$ cat config.mk
export PLATFORM = sky130hd
export DESIGN_NAME = line_mem_arbiter
export DESIGN_NICKNAME = d
export VERILOG_FILES = /design/src/rtl/line_mem_arbiter_pkg.sv /design/src/rtl/line_mem_arbiter_burst_line_buffer.sv /design/src/rtl/line_mem_arbiter.sv
export SDC_FILE = /design/constraint.sdc
export NUM_CORES = 1
export LEC_CHECK = 0
export BUFFER_PORTS_ARGS = -buffer_cell sky130_fd_sc_hd__buf_2
export CAP_MARGIN = 10
export CORE_AREA = 2 2 388 390
export DETAILED_ROUTE_END_ITERATION = 16
export DIE_AREA = 0 0 390 392
export SLEW_MARGIN = 0
export SYNTH_ARGS = -nofsm -noshare
export SYNTH_HDL_FRONTEND = slang
export SYNTH_SLANG_ARGS = --single-unit
$ cat constraint.sdc
create_clock -name clk -period 10.69 [get_ports clk]
set_input_delay 0.5345 -clock clk [delete_from_list [all_inputs] [get_ports clk]]
set_output_delay 0.5345 -clock clk [all_outputs]
set_load 0.02 [all_outputs]
$ cat src/rtl/line_mem_arbiter_pkg.sv
// line_mem_arbiter_pkg: shared FSM/port enums and beat geometry for the line memory arbiter
package line_mem_arbiter_pkg;
  localparam int BEATS = 4;
  localparam int BEAT_IDX_BITS = $clog2(BEATS);
  typedef enum logic [2:0] {IDLE, I_READ, D_READ, D_WRITE, DONE} arb_state_t;
  typedef enum logic {ARB_ICACHE, ARB_DCACHE} arb_port_t;
endpackage

$ cat src/rtl/line_mem_arbiter_burst_line_buffer.sv
// burst_line_buffer: line register + beat counter; loads a whole line, captures/serves one beat per ack (clk, rst, load/line_in, ack/capture/beat_in -> line, beat_out, done)
module burst_line_buffer
  import line_mem_arbiter_pkg::*;
#(
  parameter int LINE_BITS = 256,
  parameter int BEAT_BITS = 64
) (
  input  logic                 clk,
  input  logic                 rst,
  input  logic                 load,
  input  logic [LINE_BITS-1:0] line_in,
  input  logic                 ack,
  input  logic                 capture,
  input  logic [BEAT_BITS-1:0] beat_in,
  output logic [LINE_BITS-1:0] line,
  output logic [BEAT_BITS-1:0] beat_out,
  output logic                 done
);
  logic [BEAT_IDX_BITS-1:0] beat;
  always_ff @(posedge clk or posedge rst)
    if (rst) begin
      beat <= '0;
      line <= '0;
    end else begin
      if (load) line <= line_in;
      if (ack) beat <= beat + 1'b1;
      if (ack && capture) line[beat*BEAT_BITS +: BEAT_BITS] <= beat_in;
    end
  assign beat_out = line[beat*BEAT_BITS +: BEAT_BITS];
  assign done = ack && beat == BEAT_IDX_BITS'(BEATS - 1);
endmodule

$ cat src/rtl/line_mem_arbiter.sv
// line_mem_arbiter: arbitrates icache/dcache line fills and writebacks onto one 4-beat burst memory port
// Ports: clk, rst (async active-high); i_pmem_* icache side; d_pmem_* dcache side; pmem_* burst memory side.
// Optional macro ARB_ROUND_ROBIN_EN: simultaneous requests go to the port not served last; otherwise dcache wins.
module line_mem_arbiter
  import line_mem_arbiter_pkg::*;
#(
  parameter int LINE_BITS = 256,
  parameter int BEAT_BITS = 64,
  parameter int ADDR_BITS = 32
) (
  input  logic                 clk,
  input  logic                 rst,
  input  logic                 i_pmem_read,
  input  logic [ADDR_BITS-1:0] i_pmem_address,
  output logic [LINE_BITS-1:0] i_pmem_rdata,
  output logic                 i_pmem_resp,
  input  logic                 d_pmem_read,
  input  logic                 d_pmem_write,
  input  logic [ADDR_BITS-1:0] d_pmem_address,
  input  logic [LINE_BITS-1:0] d_pmem_wdata,
  output logic [LINE_BITS-1:0] d_pmem_rdata,
  output logic                 d_pmem_resp,
  output logic                 pmem_read,
  output logic                 pmem_write,
  output logic [ADDR_BITS-1:0] pmem_address,
  output logic [BEAT_BITS-1:0] pmem_wdata,
  input  logic [BEAT_BITS-1:0] pmem_rdata,
  input  logic                 pmem_resp
);
  arb_state_t state, state_next;
  arb_port_t owner;
  logic [ADDR_BITS-1:0] addr;
  logic [LINE_BITS-1:0] line;
  logic d_req, grant_d, grant, done;
  assign d_req = d_pmem_read | d_pmem_write;
`ifdef ARB_ROUND_ROBIN_EN
  arb_port_t last;
  always_ff @(posedge clk or posedge rst)
    if (rst) last <= ARB_DCACHE;
    else if (state == DONE) last <= owner;
  // icache overtakes a contending dcache only when dcache had the previous turn
  assign grant_d = d_req && !(i_pmem_read && last == ARB_DCACHE);
`else
  assign grant_d = d_req;
`endif
  assign grant = state == IDLE && (grant_d || i_pmem_read);
  always_ff @(posedge clk or posedge rst)
    if (rst) state <= IDLE;
    else state <= state_next;
  // a simultaneous read+write from dcache is served as the write
  always_comb
    state_next = state == IDLE ? (grant_d ? (d_pmem_write ? D_WRITE : D_READ) : i_pmem_read ? I_READ : IDLE)
               : state == DONE ? IDLE
               : done ? DONE : state;
  always_ff @(posedge clk or posedge rst)
    if (rst) begin
      addr <= '0;
      owner <= ARB_DCACHE;
    end else if (grant) begin
      addr <= grant_d ? d_pmem_address : i_pmem_address;
      owner <= grant_d ? ARB_DCACHE : ARB_ICACHE;
    end
  always_comb begin
    pmem_read = state == I_READ || state == D_READ;
    pmem_write = state == D_WRITE;
    i_pmem_resp = state == DONE && owner == ARB_ICACHE;
    d_pmem_resp = state == DONE && owner == ARB_DCACHE;
  end
  assign pmem_address = addr;
  assign i_pmem_rdata = line;
  assign d_pmem_rdata = line;
  burst_line_buffer #(.LINE_BITS(LINE_BITS), .BEAT_BITS(BEAT_BITS)) u_buf (
    .clk(clk),
    .rst(rst),
    .load(grant && grant_d && d_pmem_write),
    .line_in(d_pmem_wdata),
    .ack(pmem_resp && (pmem_read || pmem_write)),
    .capture(pmem_read),
    .beat_in(pmem_rdata),
    .line(line),
    .beat_out(pmem_wdata),
    .done(done)
  );
endmodule
# Word level (Yosys, flattened, before mapping)
# Index checks and enable logic that the tools add are counted.
[word_totals] reg_bits=294 input_bits=390 output_inout_bits=612 wordCells=41
[classes] n_addsub=2 eq_ne=5 shifts=3 mux=11 bitwise=2 n_reduce_logical=13
[op_table] op="$mux W256" count=2
[op_table] op="$bwmux W256" count=1
[op_table] op="$shift A64 B34 Y256 const A" count=1
[op_table] op="$shiftx A256 B9 Y64" count=1
[op_table] op="$shiftx A64 B34 Y256" count=1
[op_table] op="$neg A8 Y34" count=1
[op_table] op="$mux W32" count=1
[op_table] op="$mux W3" count=3
[op_table] op="$logic_and A1 B1 Y1" count=8
[op_table] op="$eq A3 B2 Y1 const B" count=2
[op_table] op="$eq A3 B1 Y1 const B" count=1
[op_table] op="$eq A3 B3 Y1 const B" count=1
[op_table] op="$logic_not A3 Y1" count=1
[op_table] op="$logic_or A1 B1 Y1" count=3
[op_table] op="$mux W1" count=3
[op_table] op="$reduce_bool A3 Y1" count=1
[op_table] op="$add A2 B1 Y2 const B" count=1
[op_table] op="$eq A2 B2 Y1 const B" count=1
[op_table] op="$mux W2" count=1
[op_table] op="$not A1 Y1" count=1
[op_table] op="$or A1 B1 Y1" count=1

# Logic depth before layout (Yosys ltp)
[depth] ltp_word=8 depth_mapped=10 mapped_depth_nobuf=5

# Hierarchy
# Synthesis repeated with hierarchy kept, for this count alone.
[hier_totals] cells_unflattened=1344 area_unflattened_um2=17421.7
[modules_own_cells] mod="burst_line_buffer" instances=1 cells_each=958 area_per_inst_um2=13420.4 seq_area_each_um2=6456.2
[modules_own_cells] mod="line_mem_arbiter" instances=1 cells_each=386 area_per_inst_um2=4001.3 seq_area_each_um2=902.1

# Worst setup path after synthesis
# OpenSTA, ideal clock, no wires.
[synth_timing] path_type="reg-to-reg" startpoint="reg u_buf.beat[0]" endpoint="reg u_buf.line[3]" setup_time_ps=79 arrival_ps=2400 t_required_ps=10611 setup_slack_ps=8210 path_stages_with_launch=11 path_buffers=5 synth_period_minus_slack_ps=2480 cell_sequence="dfrtp_1 > buf_2 > buf_4 > buf_2 > inv_1 > ha_1 > and4bb_2 > buf_2 > clkbuf_1 > nand2_1 > mux2i_1"
[synth_via] elab_chain_len=4 elab_cells_between_ends=5 cone_classes="add/sub (1); shift (2); mux (2)"
[synth_rtl] element="from (decl)" line="line_mem_arbiter_burst_line_buffer.sv:19" text="logic [BEAT_IDX_BITS-1:0] beat;"
[synth_rtl] element="from (signal assigned)" line="line_mem_arbiter_burst_line_buffer.sv:26" text="if (ack) beat <= beat + 1'b1;"
[synth_rtl] element="$neg A8 Y34 *" line="line_mem_arbiter_burst_line_buffer.sv:27" text="if (ack && capture) line[beat*BEAT_BITS +: BEAT_BITS] <= beat_in;"
[synth_rtl] element="$shiftx A64 B34 Y256 / $shift A64 B34 Y256 (equally long branches)" line="line_mem_arbiter_burst_line_buffer.sv:27"
[synth_rtl] element="$bwmux W256 *" line="line_mem_arbiter_burst_line_buffer.sv:27"
[synth_rtl] element="$mux W256 *" line="line_mem_arbiter_burst_line_buffer.sv:27"
[synth_rtl] element="to (signal assigned)" line="line_mem_arbiter_burst_line_buffer.sv:25" text="if (load) line <= line_in;"
[synth_rtl] element="to (signal, indexed assignment)" line="line_mem_arbiter_burst_line_buffer.sv:27"
[synth_rtl] element="to (decl)" line="line_mem_arbiter_burst_line_buffer.sv:15" text="output logic [LINE_BITS-1:0] line,"
# Every way passes the cells marked *; elsewhere a longest branch is shown, timed or not.
# A chain may end at the register's enable or synchronous reset.

# Worst setup path after layout
[layout_timing] startpoint="reg u_buf.beat[0]" endpoint="out pmem_wdata[61]"
[layout_via] elab_chain_len=1
[layout_rtl] element="$shiftx A256 B9 Y64" line="line_mem_arbiter_burst_line_buffer.sv:29" text="assign beat_out = line[beat*BEAT_BITS +: BEAT_BITS];"
[layout_rtl] element="to (decl)" line="line_mem_arbiter.sv:26" text="output logic [BEAT_BITS-1:0] pmem_wdata,"
# Every way passes these cells.

==> impl_metrics.csv <==
group,metric,value,unit
run_status,status,"finished, final reports clean",
sta,hold_violations,0,
synth,postSynthCellCount,1604,
routing,highest_layer,"met5",
floorplan,dieWidth,390,um
sta,finClkSkew,0.02043,ns
clocking,clockBufferDepth,3,
sta,slew_viol_final,0,
worst_setup_path,critical_path_class,"flip-flop to output pin",
global_route,grt_pass1_vias,15500,
placed_design,place_ws,6.944,ns
sta,rsz0062_at_grt,"no",
synth,yosysWarnings,0,
placed_design,io_buffers,1001,
floorplan,ioPinCount,1002,
floorplan,start_util,0.1269,
sta,finalSetupTns,0,ns
flow_run,drv_cap,0,
placed_design,dp.cells,4210,
synth,ys.flop_type,"dfrtp_1",
cells_and_area,area_growth,32.22,%
floorplan,rows,142,
sta,max_freq,0.2478,GHz
global_route,overflow,0,
worst_setup_path,crit_family,"buffers and inverters",
worst_setup_path,cp_cell_sequence,"buf_4 -> buf_4 -> mux4_2 -> buf_2",
clocking,holdBufCountCts,0,
routing,first_iter_violations,1304,
worst_setup_path,end_kind,"output pin",
worst_setup_path,crit_arrival,3.50,ns
worst_setup_path,cp_data_required_time,10.16,ns
global_route,grt_pass1_wl,148.3,mm
cells_and_area,drive_above_1_share,0.5268,
synth,ys_seq_area_frac,0.3894,
routing,vias_per_cell,3.783,
power_and_ir_drop,p_per_area,384.4,mW/mm2
power_and_ir_drop,leakagePower,0.01214,uW
clocking,htree_levels,2,
routing,drt_first_pass_iters,5,
floorplan,core-area,0.1489,mm2
global_route,antenna_found_initial,46,
sta,fin_crit,4.035,ns
power_and_ir_drop,power,9604,uW
routing,wl_per_cell,27.12,um
routing,dr_wl_met3,11.36,mm
worst_setup_path,cpPeakStageDelay,0.76,ns
routing,wl_met2,53.24,mm
cells_and_area,fin_util,0.1678,
synth,synth_top_cell_area_share,0.3880,
worst_setup_path,start_kind,"flip-flop",
floorplan,die-area,0.1529,mm2
synth,yosysMostFrequentCell,"mux2i_1",
synth,syn_area_per_cell,11.78,um2
synth,syn_area,0.01890,mm2
routing,wl_met1,47.84,mm
synth,synth_top_area_cell,"dfrtp_1",
synth,ys_types,36,
clocking,cts_buffers,40,
worst_setup_path,worst-path-buf-inv,3,
global_route,grtUsageTotal,0.1439,
clocking,cts.sinks,294,
worst_setup_path,crit_fanout,38,
clocking,post-cts-setup-buffer-count,0,
sta,worst_slack,6.655,ns
synth,synth_edf_count,0,
synth,synthTopCellsByCount,"mux2i_1, dfrtp_1, buf_4, nand2_1, mux4_2",
clocking,cts.repair.resized,0,
sta,period_share,0.3775,
sta,worst_pin_slew,1.157,ns
routing,drc,0,
routing,vias,16230,
clocking,cts_tree,"done",
synth,ys_seq_elements,294,
hold_path,hold_class,"input port to async pin",
sta,finalSetupViolations,0,
synth,ys_async_sr_fraction,1.000,
synth,synth_area_leaders,"dfrtp_1, mux2i_1, buf_4",
placed_design,gp_congestion,0.9978,
sta,relSlewSlack,0.2286,
floorplan,fp.dieH,392,um
routing,drtAntennaViolNets,0,
placed_design,dp_hpwl,93.53,mm
global_route,grt_max_degree,91,
routing,wl,116.4,mm
cells_and_area,fin_cells,4291,
clocking,cts_root_buf,"clkbuf_16",
clocking,clkLatencyLatePin,0.59,ns
cells_and_area,fin_nets,2703,
synth,synth_nets,1999,
power_and_ir_drop,ir_worst_vdd,0.0001711,V
clocking,clk_pin_slew,0.06,ns
worst_setup_path,critPathSlowestCell,"buf_4",
worst_setup_path,crit_top_cell,"buf_4",
-- power breakdown --
| part | leakage (uW) | switching (uW) | total (uW) | internal [uW] |
|---|---|---|---|---|
| clock network | 0.000616 | 576 | 1360 | 782 |
| logic | 0.00788 | 3780 | 5660 | 1880 |
| registers | 0.00365 | 945 | 2580 | 1640 |
| total | 0.0121 | 5310 | 9600 | 4300 |
-- placed cells by master, fill, tap and decap left out, drive strengths merged --
master    count
nand2       262
and3b         1
nand3         4
nor3b         1
o21a          1
ha            5
clkbuf       53
mux2         63
nor2b         3
clkinvlp      1
dfrtp       293
nor2          6
nor4b         3
inv           8
a22o          1
diode        16
dfstp         1
nor3          2
xnor2         2
xor2          1
clkinv        5
and4bb        2
bufinv        2
buf        1027
or2           1
mux4         64
mux2i       514
a21oi         1
o21ai         3
and3          1
-- path summary, 6_finish.rpt --
| path | startpoint | to | slack, ns | depth (start not counted) |
|---|---|---|---|---|
| worst max-delay path | u_buf.beat[0] | pmem_wdata[61] | 6.65 | 4 |
| worst min-delay path | rst | u_buf.line[49] | 0.06 | 2 |
| worst max register to register | state[2] | u_buf.line[97] | 6.93 | 6 |
| worst min register to register | pmem_address[28] | pmem_address[28] | 0.49 | 1 |
| max in group asynchronous | rst | u_buf.line[210] | 8.43 | 4 |
| min in group clk | pmem_rdata[11] | u_buf.line[11] | 0.22 | 3 |
-- cells by family (layout without fill, tap and decap cells) --
group / after synthesis / count (layout) / synth area share
flip-flops: 294 / 294 / 0.3894
AND/OR/NAND/NOR: 286 / 286 / 0.06204
XOR/XNOR: 3 / 3 / 0.001391
other: 0 / 16 / 0
adder cells (fa/ha/maj): 5 / 5 / 0.003311
buffers and inverters: 369 / 1096 / 0.1558
AO/OA/AOI/OAI: 6 / 6 / 0.001986
multiplexers: 641 / 641 / 0.3861
-- flip-flops by register name, summed over array words and instances (netlist names) --
name          count
u_buf.beat        2
state             3
pmem_address     32
owner             1
u_buf.line      256
-- stage by stage --
step / area (um2) / hold WS (ns)
6_report: 24990 / 0.06464
5_1_grt: 24960 / 0.08931
4_1_cts: 24950 / 0.03548
3_5_place_dp: 23690 / 0.4834
3_3_place_gp: 23690 / 0.4647
2_1_floorplan: 18900 / 0.5429
-- final cells by class --
cell class                      instances  area (um2)
Antenna cell                           16       40.04
Clock buffer                           53        1121
Clock inverter                         12       131.4
Fill cell                           16710      123900
Inverter                                4       22.52
Multi-Input combinational cell        941        8667
Sequential cell                       294        7366
Tap cell                             1944        2432
Timing Repair Buffer                 1027        5205
-- routing by layer --
layer / GRT usage / vias up
li1: - / 6779
met1: 0.1829 / 8228
met2: 0.2281 / 1033
met3: 0.04908 / 177
met4: 0.04198 / 16
met5: 0.01180 / -
No activity file was read; power rests on OpenSTA's default activity.
